[src/rtl/oled_pkg.sv]
// Shared definitions for the PMOD OLED link: word width, receiver state encoding
// and the SSD1331 command bytes the benches drive.
package oled_pkg;

    localparam int WORD_W = 8;

    typedef enum logic {
        ST_IDLE  = 1'b0,
        ST_SHIFT = 1'b1
    } rx_state_t;

    localparam logic [7:0] DISPLAY_OFF = 8'hAE;
    localparam logic [7:0] DISPLAY_ON  = 8'hAF;
    localparam logic [7:0] REMAP       = 8'hA0;
    localparam logic [7:0] MASTER_CFG  = 8'hAD;
    localparam logic [7:0] CONTRAST_A  = 8'h81;

endpackage

[src/rtl/oled_pin_sync.sv]
// Brings the asynchronous OLED pins into the system clock domain and detects
// SCK rising and CS falling/rising edges on the synchronised copies.
module oled_pin_sync #(
    parameter int SYNC_STAGES = 2
) (
    input  logic clk,
    input  logic rst_n,
    input  logic cs,
    input  logic sck,
    input  logic mosi,
    input  logic dc,
    input  logic res,
    output logic cs_sync,
    output logic mosi_sync,
    output logic dc_sync,
    output logic res_sync,
    output logic sck_rise,
    output logic cs_fall,
    output logic cs_rise
);

    logic [SYNC_STAGES-1:0] cs_q;
    logic [SYNC_STAGES-1:0] sck_q;
    logic [SYNC_STAGES-1:0] mosi_q;
    logic [SYNC_STAGES-1:0] dc_q;
    logic [SYNC_STAGES-1:0] res_q;
    logic                   sck_prev;
    logic                   cs_prev;

    // CS and RES reset to their inactive (high) level so reset release never looks like an edge.
    always_ff @(posedge clk or negedge rst_n) begin
        if (!rst_n) begin
            cs_q     <= '1;
            sck_q    <= '0;
            mosi_q   <= '0;
            dc_q     <= '0;
            res_q    <= '1;
            sck_prev <= 1'b0;
            cs_prev  <= 1'b1;
        end else begin
            cs_q     <= {cs_q[SYNC_STAGES-2:0], cs};
            sck_q    <= {sck_q[SYNC_STAGES-2:0], sck};
            mosi_q   <= {mosi_q[SYNC_STAGES-2:0], mosi};
            dc_q     <= {dc_q[SYNC_STAGES-2:0], dc};
            res_q    <= {res_q[SYNC_STAGES-2:0], res};
            sck_prev <= sck_q[SYNC_STAGES-1];
            cs_prev  <= cs_q[SYNC_STAGES-1];
        end
    end

    assign cs_sync   = cs_q[SYNC_STAGES-1];
    assign mosi_sync = mosi_q[SYNC_STAGES-1];
    assign dc_sync   = dc_q[SYNC_STAGES-1];
    assign res_sync  = res_q[SYNC_STAGES-1];
    assign sck_rise  = sck_q[SYNC_STAGES-1] & ~sck_prev;
    assign cs_fall   = ~cs_q[SYNC_STAGES-1] & cs_prev;
    assign cs_rise   = cs_q[SYNC_STAGES-1] & ~cs_prev;

endmodule

[src/rtl/oled_spi_receiver.sv]
// SSD1331-side SPI mode-0 receiver: oversampled pins, MSB-first deserialiser,
// DC-tagged words on a valid/ready output with overrun and frame-error flags.
module oled_spi_receiver
    import oled_pkg::*;
#(
    parameter int N           = WORD_W,
    parameter int SYNC_STAGES = 2,
    parameter int CNT_W       = 16
) (
    input  logic             i_CLK,
    input  logic             i_RST_N,
    input  logic             i_CS,
    input  logic             i_SCK,
    input  logic             i_MOSI,
    input  logic             i_DC,
    input  logic             i_RES,
    input  logic             i_READY,
    output logic [N-1:0]     o_DATA,
    output logic             o_DC,
    output logic             o_VALID,
    output logic             o_OVERRUN,
    output logic             o_FRAME_ERR,
    output logic [CNT_W-1:0] o_BYTE_CNT,
    output logic             o_BUSY
);

    localparam int             BCW      = $clog2(N + 1);
    localparam logic [BCW-1:0] LAST_BIT = BCW'(N - 1);

    logic cs_sync, mosi_sync, dc_sync, res_sync;
    logic sck_rise, cs_fall, cs_rise;

    rx_state_t      state;
    logic [BCW-1:0] bit_cnt;
    logic [N-1:0]   shift;
    logic [N-1:0]   shift_next;

    oled_pin_sync #(
        .SYNC_STAGES(SYNC_STAGES)
    ) u_pin_sync (
        .clk      (i_CLK),
        .rst_n    (i_RST_N),
        .cs       (i_CS),
        .sck      (i_SCK),
        .mosi     (i_MOSI),
        .dc       (i_DC),
        .res      (i_RES),
        .cs_sync  (cs_sync),
        .mosi_sync(mosi_sync),
        .dc_sync  (dc_sync),
        .res_sync (res_sync),
        .sck_rise (sck_rise),
        .cs_fall  (cs_fall),
        .cs_rise  (cs_rise)
    );

    // The completed word is taken from shift_next so o_VALID rises in the same
    // cycle as the last shift, one edge after the synchronised SCK rise.
    assign shift_next = {shift[N-2:0], mosi_sync};
    assign o_BUSY     = ~cs_sync;

    always_ff @(posedge i_CLK or negedge i_RST_N) begin
        if (!i_RST_N) begin
            state       <= ST_IDLE;
            bit_cnt     <= '0;
            shift       <= '0;
            o_DATA      <= '0;
            o_DC        <= 1'b0;
            o_VALID     <= 1'b0;
            o_OVERRUN   <= 1'b0;
            o_FRAME_ERR <= 1'b0;
            o_BYTE_CNT  <= '0;
        end else begin
            o_FRAME_ERR <= 1'b0;
            if (!res_sync) begin
                // Display reset drops the pending word and any partial frame but keeps statistics.
                state   <= ST_IDLE;
                bit_cnt <= '0;
                shift   <= '0;
                o_VALID <= 1'b0;
            end else begin
                if (o_VALID && i_READY) begin
                    o_VALID <= 1'b0;
                end
                unique case (state)
                    ST_IDLE: begin
                        bit_cnt <= '0;
                        if (cs_fall) begin
                            state <= ST_SHIFT;
                        end
                    end
                    ST_SHIFT: begin
                        // CS release wins over a coincident SCK rise.
                        if (cs_rise) begin
                            state   <= ST_IDLE;
                            bit_cnt <= '0;
                            shift   <= '0;
                            if (bit_cnt != '0) begin
                                o_FRAME_ERR <= 1'b1;
                            end
                        end else if (sck_rise) begin
                            shift <= shift_next;
                            if (bit_cnt == LAST_BIT) begin
                                bit_cnt <= '0;
                                if (!o_VALID || i_READY) begin
                                    o_DATA     <= shift_next;
                                    o_DC       <= dc_sync;
                                    o_VALID    <= 1'b1;
                                    o_BYTE_CNT <= o_BYTE_CNT + CNT_W'(1);
                                end else begin
                                    o_OVERRUN <= 1'b1;
                                end
                            end else begin
                                bit_cnt <= bit_cnt + BCW'(1);
                            end
                        end
                    end
                    default: state <= ST_IDLE;
                endcase
            end
        end
    end

endmodule

[config.mk]
export PLATFORM = sky130hd
export DESIGN_NAME = oled_spi_receiver
export DESIGN_NICKNAME = d
export VERILOG_FILES = /design/src/rtl/oled_pkg.sv /design/src/rtl/oled_pin_sync.sv /design/src/rtl/oled_spi_receiver.sv
export SDC_FILE = /design/constraint.sdc
export NUM_CORES = 1
export LEC_CHECK = 0
export CAP_MARGIN = 40
export CORE_AREA = 5 5 81 68
export CTS_BUF_LIST = sky130_fd_sc_hd__clkbuf_8
export CTS_CLUSTER_DIAMETER = 60
export DETAILED_ROUTE_END_ITERATION = 8
export DIE_AREA = 0 0 86 73
export PLACE_DENSITY = 0.76
export SLEW_MARGIN = 40
export SYNTH_ARGS = -nofsm -noshare
export SYNTH_HDL_FRONTEND = slang
export SYNTH_HIERARCHICAL = 1
export SYNTH_SLANG_ARGS = --single-unit
[constraint.sdc]
create_clock -name i_CLK -period 1.9 [get_ports i_CLK]
set_input_delay 0.19 -clock i_CLK [delete_from_list [all_inputs] [get_ports i_CLK]]
set_output_delay 0.19 -clock i_CLK [all_outputs]
set_load 0.05 [all_outputs]
==> Word-level counts from Yosys, hierarchy flattened <==
Cells that the tools add are included.
{ "totals": {"regBits": 52, "latchBits": 0, "ram_bits": 0, "mem_bits_ro": 0, "inputBits": 8, "mem_count": 0} }
{ "classes": {"n_addsub": 2, "n_mul": 0, "div": 0, "magnitude_cmp": 0, "n_eq_ne": 4, "n_shift": 0, "muxes": 24, "bitwise_logic": 9, "reduce_logical": 7} }
{ "ops": {"columns": ["operator", "count"], "rows": [
  ["two-way mux 7 bit", 4],
  ["adder 16 x 1 -> 16 bit (second input constant)", 1],
  ["two-way mux 4 bit", 4],
  ["two-way mux 1 bit", 14],
  ["AND reduction 6 bit", 2],
  ["one-hot mux 4 bit (2 select lines)", 1],
  ["NOT 1 bit", 6],
  ["adder 4 x 1 -> 4 bit (second input constant)", 1],
  ["equality test 4 x 3 -> 1 bit (second input constant)", 1],
  ["!= test 4 bit (second input constant)", 1],
  ["nonzero test 4 bit", 1],
  ["AND 1 bit", 3],
  ["!= test 3 bit (second input constant)", 1],
  ["!= test 2 bit (second input constant)", 1],
  ["one-hot mux 1 bit (2 select lines)", 1],
  ["AND reduction 2 bit", 1],
  ["logical AND 1 bit", 1],
  ["zero test 1 bit", 1],
  ["logical OR 1 bit", 1]
]} }

==> Depth between registers and ports, before layout <==
{ "logic_depth": {"ltp_word": 8, "ltp_mapped": 7, "depth_no_buf": 5} }

==> Modules after synthesis <==
Netlist, hierarchy kept.
{ "by_module_without_submodules": {"columns": ["module", "n_inst", "cells_per_inst", "area_each_um2", "seq_area_each_um2"], "rows": [
  ["oled_spi_receiver", 1, 159, 1846.8, 1001.0],
  ["oled_pin_sync", 1, 15, 327.8, 306.5]
]} }

==> Least setup slack after synthesis <==
No wires, ideal clock.
{ "synth_timing": {"kind": "register -> register", "start": "register o_VALID", "end": "register o_BYTE_CNT[1]", "t_arrival_ns": 1.614, "required_time_ns": 1.775, "slack_ns": 0.161, "stages_incl_launch_ff": 5, "synth_period_minus_slack_ns": 1.739, "path_cell_list": "dfrtp_1 and2b_1 nor3_2 buf_4 mux2_2"} }
{ "synth_via": {"elab_chain_len": 3} }
{ "synth_rtl": {"columns": ["item", "line", "rtl"], "rows": [
  ["from (decl)", "oled_spi_receiver.sv:20", "output logic o_VALID,"],
  ["from (signal assigned)", "oled_spi_receiver.sv:69", "o_VALID <= 1'b0;"],
  ["from (signal assigned)", "oled_spi_receiver.sv:80", "o_VALID <= 1'b0;"],
  ["from (signal assigned)", "oled_spi_receiver.sv:83", "o_VALID <= 1'b0;"],
  ["zero test 1 bit", "oled_spi_receiver.sv:105", "if (!o_VALID || i_READY) begin"],
  ["logical OR 1 bit", "oled_spi_receiver.sv:105", null],
  ["AND reduction 6 bit (no line)", null, null],
  ["to (signal assigned)", "oled_spi_receiver.sv:109", "o_BYTE_CNT <= o_BYTE_CNT + CNT_W'(1);"],
  ["to (decl)", "oled_spi_receiver.sv:23", "output logic [CNT_W-1:0] o_BYTE_CNT,"]
]} }
No other way between the ends.
A chain may end at the register's enable or synchronous reset.

==> Worst setup path in the final report <==
{ "layout_timing": {"start": "register o_BYTE_CNT[3]", "end": "output port o_BYTE_CNT[3]"} }
No word-level cell between the ends.

==> metrics.csv <==
stage,metric,value,unit
setup_path,Worst path depth,1,
power_and_ir_drop,Comb pwr share,0.041,
setup_path,CP max stage delay,0.84,ns
drt,vias per cell,4.99,
setup_path,Setup crit end,o_BYTE_CNT[3],
power_and_ir_drop,Pwr Density,709,nW/µm²
logic_synthesis,post-synth net total,185,
logic_synthesis,Netlist Area Pre-Place,2170,µm²
placement,post-DP HPWL,2620,µm
setup_path,CP Launch Point,o_BYTE_CNT[3]$_DFFE_PN0P_,
logic_synthesis,Synth area leaders,"dfrtp_1 54%, dfstp_2 6.0%, xnor2_1 5.6%",
timing,Hold Fails Final Rpt,0,
timing,relative slew slack,0.654,
logic_synthesis,Synth area leader,dfrtp_1,
power_and_ir_drop,clock share of power,0.381,
clock_network,H-Tree Depth,2,
setup_path,worst reg2reg endpoint,o_BYTE_CNT[14]$_DFFE_PN0P_,
timing,setup violators final,0,
die,Ports,37,
drt,DRT antenna net count,0,
drt,WL/cell,13.6,µm
setup_path,"Largest delay share family, worst path",buffers and inverters,
die,row count,23,
power_and_ir_drop,Pint,1.55,mW
setup_path,Worst Path Max Fanout,7,
setup_path,"critical path, cell by cell",clkdlybuf4s50_1,
setup_path,flop-to-flop setup slack,0.13,ns
clock_network,clock latency on the worst-skew pair,0.30,ns
die,Die Ht,73,µm
logic_synthesis,Syn Inst Count,174,
power_and_ir_drop,Seq pwr share,0.578,
clock_network,Clock Sink Count,52,
cells_and_area,antenna cells,0,
global_routing,first-pass GRT wire length,6400,µm
logic_synthesis,#FFs+latches synth,52,
timing,setup ws final,0.100,ns
timing,final setup TNS,0,ns
cells_and_area,Finished Core Util,0.584,
timing,min Tclk post-route,1.80,ns
power_and_ir_drop,Static Leak,1.23,nW
timing,clk_skew,0.00375,ns
global_routing,number of global-route vias before repair,1349,
clock_network,Resize count post-CTS,0,
drt,Initial DRC Count,83,
global_routing,initial antenna violation count,0,
cells_and_area,"commonest cells after routing, fill and taps aside","47 x dfrtp_1, 35 x clkdlybuf4s50_1, 14 x xnor2_1",
timing,RSZ-0062 raised after global routing,false,
logic_synthesis,Synth cell types,36,
logic_synthesis,Mean Syn Cell Area,12.5,µm²
setup_path,CP required,1.71,ns
clock_network,clock root buffer,clkbuf_8,
clock_network,clk buf depth,2,
global_routing,largest net degree at the start of global routing,53,
die,Die ar.,6280,µm²
timing,worst-margin pin slew,0.516,ns
timing,Tcrit/Tclk final,0.947,
cells_and_area,layout cells sized above 1,0.172,
drt,residual DRC count,0,
cells_and_area,"leading cell type in the layout, fill and taps excluded",dfrtp_1,
power_and_ir_drop,Switch Pwr,0.415,mW
power_and_ir_drop,peak supply drop,0.485,mV
timing,"Slew Viols, Final",0,
setup_path,Worst EP arrival,1.61,ns
clock_network,Num CTS Buffers,5,
global_routing,total overflow reported by the global router,0,
placement,Port Buf Inserts,36,
drt,total number of vias,1411,
power_and_ir_drop,post-layout power,1.97,mW
drt,routed wire length,3850,µm
placement,Place WS,0.102,ns
cells_and_area,P&R area growth vs syn,27.6,%
clock_network,clk slew on worst S/H paths,0.09,ns
setup_path,reg2reg start,bit_cnt[0]$_DFFE_PN0P_,
power_and_ir_drop,switching share of power,0.211,
setup_path,Buf/Inv on CP,1,
drt,DRT Pass-1 Iters,4,
setup_path,WS Path Type,flop to primary output,
clock_network,CTS tree,done,
global_routing,gr usage total,0.131,
logic_synthesis,synth warn,6,
setup_path,Startpoint Class,flop,
logic_synthesis,"Seq/Total Area, Yosys",0.601,
setup_path,crit path max-delay cell type,clkdlybuf4s50_1,
placement,placer's final routability congestion estimate,0.788,
cells_and_area,fin nets,231,
timing,Achievable Freq,556,MHz
setup_path,critical path endpoint category,primary output,
die,core area,4750,µm²
hold_path,worst hold-check path type,input pin to flop,
die,initial core utilization,0.458,
setup_path,FF-to-FF path depth,5,
logic_synthesis,post-synth top area share,0.541,
die,Die Wd,86,µm
flow_run,max_cap viols,0,
status,status,completed,
-- registers in the layout (all words and copies together) (netlist names) --
signal	count
o_VALID	1
u_pin_sync/dc_q	2
o_OVERRUN	1
state	1
u_pin_sync/sck_prev	1
o_DC	1
shift	7
u_pin_sync/res_q	2
o_BYTE_CNT	16
u_pin_sync/cs_q	2
u_pin_sync/sck_q	2
bit_cnt	4
o_DATA	8
o_FRAME_ERR	1
u_pin_sync/cs_prev	1
u_pin_sync/mosi_q	2
-- cells by family after synthesis --
kind of cell,share of synthesized area
XOR/XNOR,0.0644
flip-flops,0.601
adder cells (fa/ha/maj),0.0173
AND/OR/NAND/NOR,0.165
AO/OA/AOI/OAI,0.0662
multiplexers,0.0564
buffers and inverters,0.0299
-- synthesized netlist by cell type, drive strengths merged --
cell type	count
nor4	1
nand2b	3
and3	1
inv	10
a21boi	1
nor2	7
a21oi	3
and4	1
mux2i	1
nand3	9
a31o	1
dfstp	5
and2	9
and2b	2
nand3b	2
or3	1
dfrtp	47
nor2b	2
ha	3
o22ai	7
nand2	8
buf	3
nor3	2
xnor2	14
nand4	7
clkbuf	3
o21a	1
nand4b	1
xor2	2
mux2	10
a2bb2oi	7
-- through the flow --
step	instance area (µm²)	hold slack, ns	instances
after floorplan	2170	-0.106	174
after global placement	2650	0.201	274
after detailed placement	2650	0.204	274
after CTS	2770	0.271	283
after global routing	2770	0.257	283
final	2770	0.283	283
-- routing by layer --
| metal | global-route usage | vias up | routed length (µm) |
|---|---|---|---|
| met3 | 0.0406 | 4 | 131 |
| li1 | - | 686 | - |
| met5 | 0 | - | 0 |
| met4 | 0.0457 | 0 | 47 |
| met1 | 0.193 | 697 | 1950 |
| met2 | 0.183 | 24 | 1720 |
-- power groups by stage --
stage          clock, mW  sequential (mW)  combinational [mW]
2_1_floorplan          0             1.15              0.0339
3_3_place_gp           0             1.16              0.0802
3_5_place_dp           0             1.16              0.0809
4_1_cts            0.774             1.14              0.0822
5_1_grt            0.819             1.14              0.0892
6_report           0.749             1.14              0.0803
-- worst min-delay path by stage --
stage	end	slack, ns	depth (start not counted)	startpoint
global route	u_pin_sync/res_q[0]$_DFF_PN1_	0.26	1	i_RES
finish	u_pin_sync/cs_q[0]$_DFF_PN1_	0.28	1	i_CS
floorplan	bit_cnt[0]$_DFFE_PN0P_	-0.11	0	i_RST_N
detailed placement	u_pin_sync/mosi_q[1]$_DFF_PN0_	0.20	2	i_RST_N
CTS	u_pin_sync/cs_q[0]$_DFF_PN1_	0.27	1	i_CS
global placement	u_pin_sync/mosi_q[0]$_DFF_PN0_	0.20	2	i_RST_N
-- area by class of cell --
class	count	area (µm²)
clock buffers	5	68.8
clock inverters	3	42.5
fillers	374	1970
inverters	10	37.5
multi-input cells	106	802
flip-flops and latches	52	1310
well taps	62	77.6
repair buffers	45	438
-- repair_timing --
action / CTS / global route
endpoints found under the hold margin: 47 / 0
buffers inserted: 0 / 0
hold buffers: 1 / 0
Note: power is estimated with default switching activity, not from simulation.
